[config.mk]
export PLATFORM = sky130hd
export DESIGN_NAME = fp_issue_ctrl_flat
export DESIGN_NICKNAME = d
export VERILOG_FILES = /design/src/rtl/fp_pkg.sv /design/src/rtl/fp_issue_ctrl_if.sv /design/src/rtl/fp_issue_ctrl_sat_counter.sv /design/src/rtl/fp_issue_ctrl.sv /design/src/flat_wrapper.sv
export SDC_FILE = /design/constraint.sdc
export NUM_CORES = 1
export LEC_CHECK = 0
export ABC_AREA = 1
export BUFFER_PORTS_ARGS = -buffer_cell sky130_fd_sc_hd__buf_2
export CAP_MARGIN = 40
export CORE_AREA = 2 2 159 161
export CTS_CLUSTER_DIAMETER = 150
export DETAILED_ROUTE_END_ITERATION = 7
export DIE_AREA = 0 0 161 163
export PLACE_DENSITY = 0.62
export SETUP_SLACK_MARGIN = 0.15
export SLEW_MARGIN = 5
export SYNTH_ARGS = -nofsm -noshare
export SYNTH_HDL_FRONTEND = slang
export SYNTH_SLANG_ARGS = --single-unit
[constraint.sdc]
create_clock -name clk -period 3.65 [get_ports clk]
set_input_delay 0.1825 -clock clk [delete_from_list [all_inputs] [get_ports clk]]
set_output_delay 0.1825 -clock clk [all_outputs]
set_load 0.005 [all_outputs]
[src/rtl/fp_pkg.sv]
// Shared types and constants for the FP issue controller: opcodes, FSM states,
// the quiet-NaN result returned on a unit timeout, and the cycle-count width.
package fp_pkg;

  typedef enum logic [1:0] {
    ADD = 2'd0,
    SUB = 2'd1,
    MUL = 2'd2,
    DIV = 2'd3
  } opcode_t;

  typedef enum logic [2:0] {
    IDLE,
    AS_WAIT,
    MUL_REQ,
    MUL_WAIT,
    DIV_START,
    DIV_ARM,
    DIV_WAIT,
    RESP
  } state_t;

  localparam logic [31:0] QNAN  = 32'h7FC0_0000;
  localparam int unsigned CYC_W = 6;

endpackage

[src/rtl/fp_issue_ctrl_if.sv]
// Request/response handshake bundle between a requester (master) and the
// FP issue controller (slave).
interface fp_issue_ctrl_if;
  import fp_pkg::*;

  logic              req_valid;
  logic              req_ready;
  opcode_t           req_op;
  logic [31:0]       req_a;
  logic [31:0]       req_b;
  logic              rsp_valid;
  logic              rsp_ready;
  logic [31:0]       rsp_result;
  opcode_t           rsp_op;
  logic [CYC_W-1:0]  rsp_cycles;
  logic              rsp_timeout;

  modport master (
    output req_valid, req_op, req_a, req_b, rsp_ready,
    input  req_ready, rsp_valid, rsp_result, rsp_op, rsp_cycles, rsp_timeout
  );

  modport slave (
    input  req_valid, req_op, req_a, req_b, rsp_ready,
    output req_ready, rsp_valid, rsp_result, rsp_op, rsp_cycles, rsp_timeout
  );

endinterface

[src/rtl/fp_issue_ctrl_sat_counter.sv]
// Saturating up-counter; exposes the value it will hold after this edge so the
// caller can act on the count including the current cycle.
module sat_counter #(
  parameter int unsigned WIDTH = 6
) (
  input  logic             clk,
  input  logic             rst,
  input  logic             clr,
  input  logic             inc,
  output logic [WIDTH-1:0] count_d
);

  logic [WIDTH-1:0] count_q;
  logic [WIDTH-1:0] base;

  // clr and inc together restart the count with the current cycle included
  always_comb begin
    base    = clr ? '0 : count_q;
    count_d = base;
    if (inc && (base != '1)) count_d = base + 1'b1;
  end

  always_ff @(posedge clk) begin
    if (rst) count_q <= '0;
    else     count_q <= count_d;
  end

endmodule

[src/rtl/fp_issue_ctrl.sv]
// Single-outstanding issue controller dispatching one FP operation at a time to
// the add/sub, multiply or divide unit and returning its result in order.
module fp_issue_ctrl
  import fp_pkg::*;
#(
  parameter int unsigned TIMEOUT = 63
) (
  input  logic        clk,
  input  logic        rst,
  fp_issue_ctrl_if.slave bus,
  output logic        as_opcode,
  output logic [31:0] as_a,
  output logic [31:0] as_b,
  input  logic [31:0] as_result,
  output logic [31:0] mul_a,
  output logic [31:0] mul_b,
  output logic        mul_stb,
  input  logic        mul_ack,
  input  logic [31:0] mul_result,
  input  logic        mul_result_stb,
  output logic        mul_result_ack,
  output logic [31:0] div_a,
  output logic [31:0] div_b,
  output logic        div_start,
  input  logic        div_busy,
  input  logic [31:0] div_result
);

  localparam logic [CYC_W-1:0] TO_LIM = CYC_W'(TIMEOUT);

  state_t           state_q, state_d;
  opcode_t          op_q, op_d;
  logic [31:0]      a_q, a_d, b_q, b_d;
  logic [31:0]      res_q, res_d;
  logic             to_q, to_d;
  logic [CYC_W-1:0] cyc_q, cyc_d;
  logic [CYC_W-1:0] cnt_d;
  logic             ready, accept, timeout_hit;

  assign ready  = (state_q == IDLE) && !rst;
  assign accept = bus.req_valid && ready;

  sat_counter #(.WIDTH(CYC_W)) u_cnt (
    .clk     (clk),
    .rst     (rst),
    .clr     (accept),
    .inc     (accept || (state_q != IDLE)),
    .count_d (cnt_d)
  );

  // cnt_d counts the accept cycle as cycle 0, so it equals the cycle index of RESP
  assign timeout_hit = (cnt_d >= TO_LIM);

  always_comb begin
    state_d        = state_q;
    op_d           = op_q;
    a_d            = a_q;
    b_d            = b_q;
    res_d          = res_q;
    to_d           = to_q;
    cyc_d          = cyc_q;
    mul_stb        = 1'b0;
    mul_result_ack = 1'b0;
    div_start      = 1'b0;

    unique case (state_q)
      IDLE: begin
        if (accept) begin
          op_d = bus.req_op;
          a_d  = bus.req_a;
          b_d  = bus.req_b;
          to_d = 1'b0;
          unique case (bus.req_op)
            ADD, SUB: state_d = AS_WAIT;
            MUL:      state_d = MUL_REQ;
            DIV:      state_d = DIV_START;
            default:  state_d = IDLE;
          endcase
        end
      end
      AS_WAIT: begin
        res_d   = as_result;
        cyc_d   = cnt_d;
        state_d = RESP;
      end
      MUL_REQ: begin
        mul_stb = 1'b1;
        if (mul_ack) begin
          state_d = MUL_WAIT;
        end else if (timeout_hit) begin
          res_d = QNAN; to_d = 1'b1; cyc_d = cnt_d; state_d = RESP;
        end
      end
      MUL_WAIT: begin
        if (mul_result_stb) begin
          mul_result_ack = 1'b1;
          res_d = mul_result; cyc_d = cnt_d; state_d = RESP;
        end else if (timeout_hit) begin
          res_d = QNAN; to_d = 1'b1; cyc_d = cnt_d; state_d = RESP;
        end
      end
      DIV_START: begin
        if (!div_busy) begin
          div_start = 1'b1;
          state_d   = DIV_ARM;
        end else if (timeout_hit) begin
          res_d = QNAN; to_d = 1'b1; cyc_d = cnt_d; state_d = RESP;
        end
      end
      DIV_ARM: state_d = DIV_WAIT;
      DIV_WAIT: begin
        if (!div_busy) begin
          res_d = div_result; cyc_d = cnt_d; state_d = RESP;
        end else if (timeout_hit) begin
          res_d = QNAN; to_d = 1'b1; cyc_d = cnt_d; state_d = RESP;
        end
      end
      RESP: begin
        if (bus.rsp_ready) state_d = IDLE;
      end
      default: state_d = IDLE;
    endcase

    // reset takes precedence over any unit handshake in flight
    if (rst) begin
      mul_stb        = 1'b0;
      mul_result_ack = 1'b0;
      div_start      = 1'b0;
    end
  end

  always_ff @(posedge clk) begin
    if (rst) begin
      state_q <= IDLE;
      op_q    <= ADD;
      a_q     <= '0;
      b_q     <= '0;
      res_q   <= '0;
      to_q    <= 1'b0;
      cyc_q   <= '0;
    end else begin
      state_q <= state_d;
      op_q    <= op_d;
      a_q     <= a_d;
      b_q     <= b_d;
      res_q   <= res_d;
      to_q    <= to_d;
      cyc_q   <= cyc_d;
    end
  end

  assign bus.req_ready   = ready;
  assign bus.rsp_valid   = (state_q == RESP) && !rst;
  assign bus.rsp_result  = res_q;
  assign bus.rsp_op      = op_q;
  assign bus.rsp_cycles  = cyc_q;
  assign bus.rsp_timeout = to_q;

  assign as_opcode = (op_q == SUB);
  assign as_a      = a_q;
  assign as_b      = b_q;
  assign mul_a     = a_q;
  assign mul_b     = b_q;
  assign div_a     = a_q;
  assign div_b     = b_q;

endmodule

[src/flat_wrapper.sv]
// flat-port wrapper written by rule: the top's interface ports become plain ports
module fp_issue_ctrl_flat import fp_pkg::*;
#(
  parameter int unsigned TIMEOUT = 63
)
  (clk, rst, as_opcode, as_a, as_b, as_result, mul_a, mul_b, mul_stb, mul_ack, mul_result, mul_result_stb, mul_result_ack, div_a, div_b, div_start, div_busy, div_result, bus_req_valid, bus_req_op, bus_req_a, bus_req_b, bus_rsp_ready, bus_req_ready, bus_rsp_valid, bus_rsp_result, bus_rsp_op, bus_rsp_cycles, bus_rsp_timeout);
  fp_issue_ctrl_if bus_i ();
  input  logic clk;
  input  logic rst;
  output logic as_opcode;
  output logic [31:0] as_a;
  output logic [31:0] as_b;
  input  logic [31:0] as_result;
  output logic [31:0] mul_a;
  output logic [31:0] mul_b;
  output logic mul_stb;
  input  logic mul_ack;
  input  logic [31:0] mul_result;
  input  logic mul_result_stb;
  output logic mul_result_ack;
  output logic [31:0] div_a;
  output logic [31:0] div_b;
  output logic div_start;
  input  logic div_busy;
  input  logic [31:0] div_result;
  input wire logic [$bits(bus_i.req_valid)-1:0] bus_req_valid;
  input wire logic [$bits(bus_i.req_op)-1:0] bus_req_op;
  input wire logic [$bits(bus_i.req_a)-1:0] bus_req_a;
  input wire logic [$bits(bus_i.req_b)-1:0] bus_req_b;
  input wire logic [$bits(bus_i.rsp_ready)-1:0] bus_rsp_ready;
  output wire logic [$bits(bus_i.req_ready)-1:0] bus_req_ready;
  output wire logic [$bits(bus_i.rsp_valid)-1:0] bus_rsp_valid;
  output wire logic [$bits(bus_i.rsp_result)-1:0] bus_rsp_result;
  output wire logic [$bits(bus_i.rsp_op)-1:0] bus_rsp_op;
  output wire logic [$bits(bus_i.rsp_cycles)-1:0] bus_rsp_cycles;
  output wire logic [$bits(bus_i.rsp_timeout)-1:0] bus_rsp_timeout;
  assign bus_i.req_valid = bus_req_valid;
  assign bus_i.req_op = bus_req_op;
  assign bus_i.req_a = bus_req_a;
  assign bus_i.req_b = bus_req_b;
  assign bus_i.rsp_ready = bus_rsp_ready;
  assign bus_req_ready = bus_i.req_ready;
  assign bus_rsp_valid = bus_i.rsp_valid;
  assign bus_rsp_result = bus_i.rsp_result;
  assign bus_rsp_op = bus_i.rsp_op;
  assign bus_rsp_cycles = bus_i.rsp_cycles;
  assign bus_rsp_timeout = bus_i.rsp_timeout;
  fp_issue_ctrl #(.TIMEOUT(TIMEOUT)) u_core (.clk(clk), .rst(rst), .bus(bus_i), .as_opcode(as_opcode), .as_a(as_a), .as_b(as_b), .as_result(as_result), .mul_a(mul_a), .mul_b(mul_b), .mul_stb(mul_stb), .mul_ack(mul_ack), .mul_result(mul_result), .mul_result_stb(mul_result_stb), .mul_result_ack(mul_result_ack), .div_a(div_a), .div_b(div_b), .div_start(div_start), .div_busy(div_busy), .div_result(div_result));
endmodule
==> impl_metrics.json <==
{
  "nets": 1435,
  "clock.fmax_mhz": 361,
  "wl_per_cell_um": 14.9,
  "cts_root_buf": "clkbuf_16",
  "ant_nets": 0,
  "die_area_sq_um": 26200,
  "setup_tns_ps": 0,
  "r2r-start": "u_core.state_q[1]$_SDFFE_PP0P_",
  "vdd_ir_drop_max_uv": 536,
  "antenna_found_initial": 1,
  "crit_type": "register to register",
  "place_ws_ps": 902,
  "drtIter0Drc": 515,
  "rsz0062_at_grt": "false",
  "cts_max_level": 4,
  "setup_viol": 0,
  "crit_path_cell_trace": "nor2_4 > nand4_4 > buf_4 > inv_2 > nor2_4 > inv_2 > nand2_2 > nand3_1 > a21oi_2 > nand2_1 > buf_4 > nand3_1 > nand2_1 > nand2_1 > a21oi_1",
  "drive_gt1_share_pct": 36.5,
  "yosys_register_bits": 114,
  "dp_hpwl_mm": 17.1,
  "min_path_type": "input pin to register",
  "clk_path_buf_depth": 2,
  "grt_usage_pct": 17.5,
  "post-route-min-period_ps": 2770,
  "outcome": "complete, no violations",
  "totalWireLength_mm": 23.9,
  "clkLatencyLatePin_ps": 420,
  "critPathTopFamily": "simple AND/OR/NAND/NOR gates",
  "cts_resized": 0,
  "gp_congestion": 0.853,
  "dr_total_vias": 7119,
  "grt_max_degree": 75,
  "cts_inserted_buffers": 17,
  "cp_data_required_time_ps": 3920,
  "startpoint_type": "register",
  "reg2reg_to": "u_core.bus.rsp_result[8]$_SDFFE_PP0P_",
  "slowest_delay_ps": 510,
  "clkTransAtPathRegs_ps": 60,
  "synthToLayoutAreaGrowth_pct": 40.9,
  "core_area_sq_um": 24700,
  "worst_r2r_path_depth": 15,
  "seq_area_frac_synth_pct": 35.9,
  "p_leak_nw": 4.96,
  "portBuffers": 407,
  "end_kind": "register",
  "hold_depth": 5,
  "cts_tree": "done",
  "reg2reg_slack_ps": 880,
  "drv_slew": 0,
  "fin_crit_sh_pct": 76.0,
  "grt_pass1_vias": 6602,
  "power_mw": 7.15,
  "final_cell_area_sq_um": 8960,
  "synth_top_area_cell": "dfxtp_1",
  "synth_area_sq_um": 6360,
  "syn_inst": 945,
  "syn_nets": 1115,
  "initial_core_util_pct": 25.8,
  "num_rows": 58,
  "slew_headroom_pct": 45.9,
  "syn_avg_cell_area_sq_um": 6.73,
  "synth_cell_type_count": 29,
  "hold_start": "div_result[31]",
  "antenna_cells": 0,
  "viasPerCell": 4.43,
  "synth_top_area_share_pct": 35.9,
  "drt-pass1-iter-count": 5,
  "critPathArrivalTime_ps": 3040,
  "grt_pass1_wl_mm": 36.3,
  "hold_end": "u_core.bus.rsp_result[31]$_SDFFE_PP0P_",
  "cts_sinks": 114,
  "slowest_stage": "dfxtp_1",
  "dpl_cell_area_sq_um": 7770,
  "die_w_um": 161,
  "overflow": 0,
  "cp.buffers_inverters": 4,
  "yosysWarnings": 0,
  "crit_top_cell": "nand2_1",
  "io_pins": 408,
  "critical_path.max_fanout": 46,
  "die_h_um": 163,
  "clock-skew-final_ps": 16.6,
  "drc": 0,
  "maxCapViolCount": 0,
  "synth_area_leaders": "dfxtp_1 (36%), nand2_1 (17%), buf_4 (15%)",
  "layout_setup_ws_ps": 877,
  "fillerInstances": 2642,
  "worst_pin_slew_ps": 811,
  "pwr_density_cell_nw_per_um2": 798,
  "hold_violations": 0
}
## placed cells by master, fill, tap and decap left out
master,synthesis,final
clkbuf_16,0,17
nand3b_1,1,1
buf_16,0,2
a21oi_1,44,44
dlygate4sd3_1,0,64
nand2_2,2,2
nor2_2,1,3
inv_6,0,1
inv_2,4,4
buf_2,3,407
nand4_4,1,1
o21ai_0,21,21
nand2_1,281,281
clkinv_4,0,3
buf_4,129,12
nand3_1,108,107
o21ai_2,1,1
clkbuf_8,0,1
nand4_1,2,2
clkinvlp_4,0,4
ha_1,1,1
dfxtp_1,114,114
nor2_1,93,91
a221oi_1,28,28
nand3_2,1,2
nor2_4,2,2
clkbuf_1,46,2
a2111oi_0,1,1
nor3_1,4,4
a21boi_1,1,1
bufinv_16,0,1
nor4_1,1,1
clkinv_2,0,3
inv_1,47,47
xnor2_1,1,1
a21oi_2,1,1
## registers in the layout (all words and copies together) (netlist names)
name,count
u_core.state_q,3
u_core.u_cnt.count_q,6
u_core.bus.rsp_op,2
u_core.as_a,32
u_core.bus.rsp_result,32
u_core.bus.rsp_cycles,6
u_core.bus.rsp_timeout,1
u_core.as_b,32
## area by class of cell
| type | instances | area (sq um) | area share, % |
|---|---|---|---|
| inverter | 51 | 191 | 2.14 |
| multi-input combinational | 596 | 2700 | 30.1 |
| clock buffer | 20 | 447 | 4.98 |
| timing repair buffer | 485 | 2820 | 31.5 |
| tap | 330 | 413 | 4.61 |
| sequential | 114 | 2280 | 25.5 |
| clock inverter | 12 | 110 | 1.23 |
## tightest hold or removal path, stage by stage
cell	delay, ps
buf_2	80
nand2_1	40
nand4_1	70
nand2_1	40
inv_1	40
## Yosys cell counts
master and instances:
o21ai_0 21, a21oi_1 44, a21boi_1 1, inv_1 47, a21oi_2 1, clkbuf_1 46, a2111oi_0 1, buf_6 3
buf_4 129, inv_2 4, nor2_1 93, buf_1 3, nor3_1 4, nand2_1 281, nand2_2 2, nand3_1 108
dfxtp_1 114, xnor2_1 1, buf_2 3, a221oi_1 28, nor4_1 1, nand4_1 2, nor2_4 2, nand4_4 1
ha_1 1, nor2_2 1, nand3b_1 1, o21ai_2 1, nand3_2 1
## how the worst max path moves through the flow
stage | startpoint | endpoint | cells after the start
floorplan | u_core.state_q[1]$_SDFFE_PP0P_ | u_core.bus.rsp_result[31]$_SDFFE_PP0P_ | 23
global placement | u_core.state_q[2]$_SDFFE_PP0P_ | u_core.bus.rsp_result[5]$_SDFFE_PP0P_ | 20
detailed placement | u_core.state_q[1]$_SDFFE_PP0P_ | u_core.bus.rsp_result[8]$_SDFFE_PP0P_ | 15
CTS | u_core.state_q[1]$_SDFFE_PP0P_ | u_core.bus.rsp_result[9]$_SDFFE_PP0P_ | 15
global route | u_core.state_q[1]$_SDFFE_PP0P_ | u_core.bus.rsp_result[9]$_SDFFE_PP0P_ | 17
finish | u_core.state_q[1]$_SDFFE_PP0P_ | u_core.bus.rsp_result[8]$_SDFFE_PP0P_ | 15
## what timing repair did
| item | CTS | global route |
|---|---|---|
| endpoints found under the hold margin | 64 | 0 |
| hold buffers | 64 | 0 |
| buffers inserted | 0 | 0 |
## report_power, final
group | total, mW | leakage, nW | switching (mW) | internal (mW)
combinational | 3.57 | 3.76 | 2.16 | 1.41
sequential | 1.99 | 0.936 | 0.354 | 1.63
clock | 1.60 | 0.262 | 0.644 | 0.955
## stage by stage
step | hold WS [ps] | instances | utilization [%]
after floorplan | 293 | 945 | -
after global placement | 377 | 1510 | 31.3
after detailed placement | 381 | 1512 | 31.5
after CTS | 57.5 | 1608 | 36.3
after global routing | 111 | 1608 | 36.3
final | 76.6 | 1608 | 36.3
## metal layers
| metal | part of all wire [%] | global-route usage (%) | vias up |
|---|---|---|---|
| met3 | 8.5 | 5.09 | 26 |
| met5 | 0 | 0 | - |
| met4 | 1.6 | 5.03 | 0 |
| met1 | 41 | 20.7 | 3204 |
| li1 | - | - | 3552 |
| met2 | 49 | 31.0 | 337 |
## kinds of logic (layout without fill, tap and decap cells)
group / Yosys count / in the layout / share of synthesized area [%]
xor+xnor: 1 / 1 / 0.138
buf+inv: 235 / 568 / 21.9
flops: 114 / 114 / 35.9
fa+ha+maj: 1 / 1 / 0.197
simple gates: 497 / 497 / 32.4
compound gates: 97 / 97 / 9.50
No activity file was read; power rests on OpenSTA's default activity.
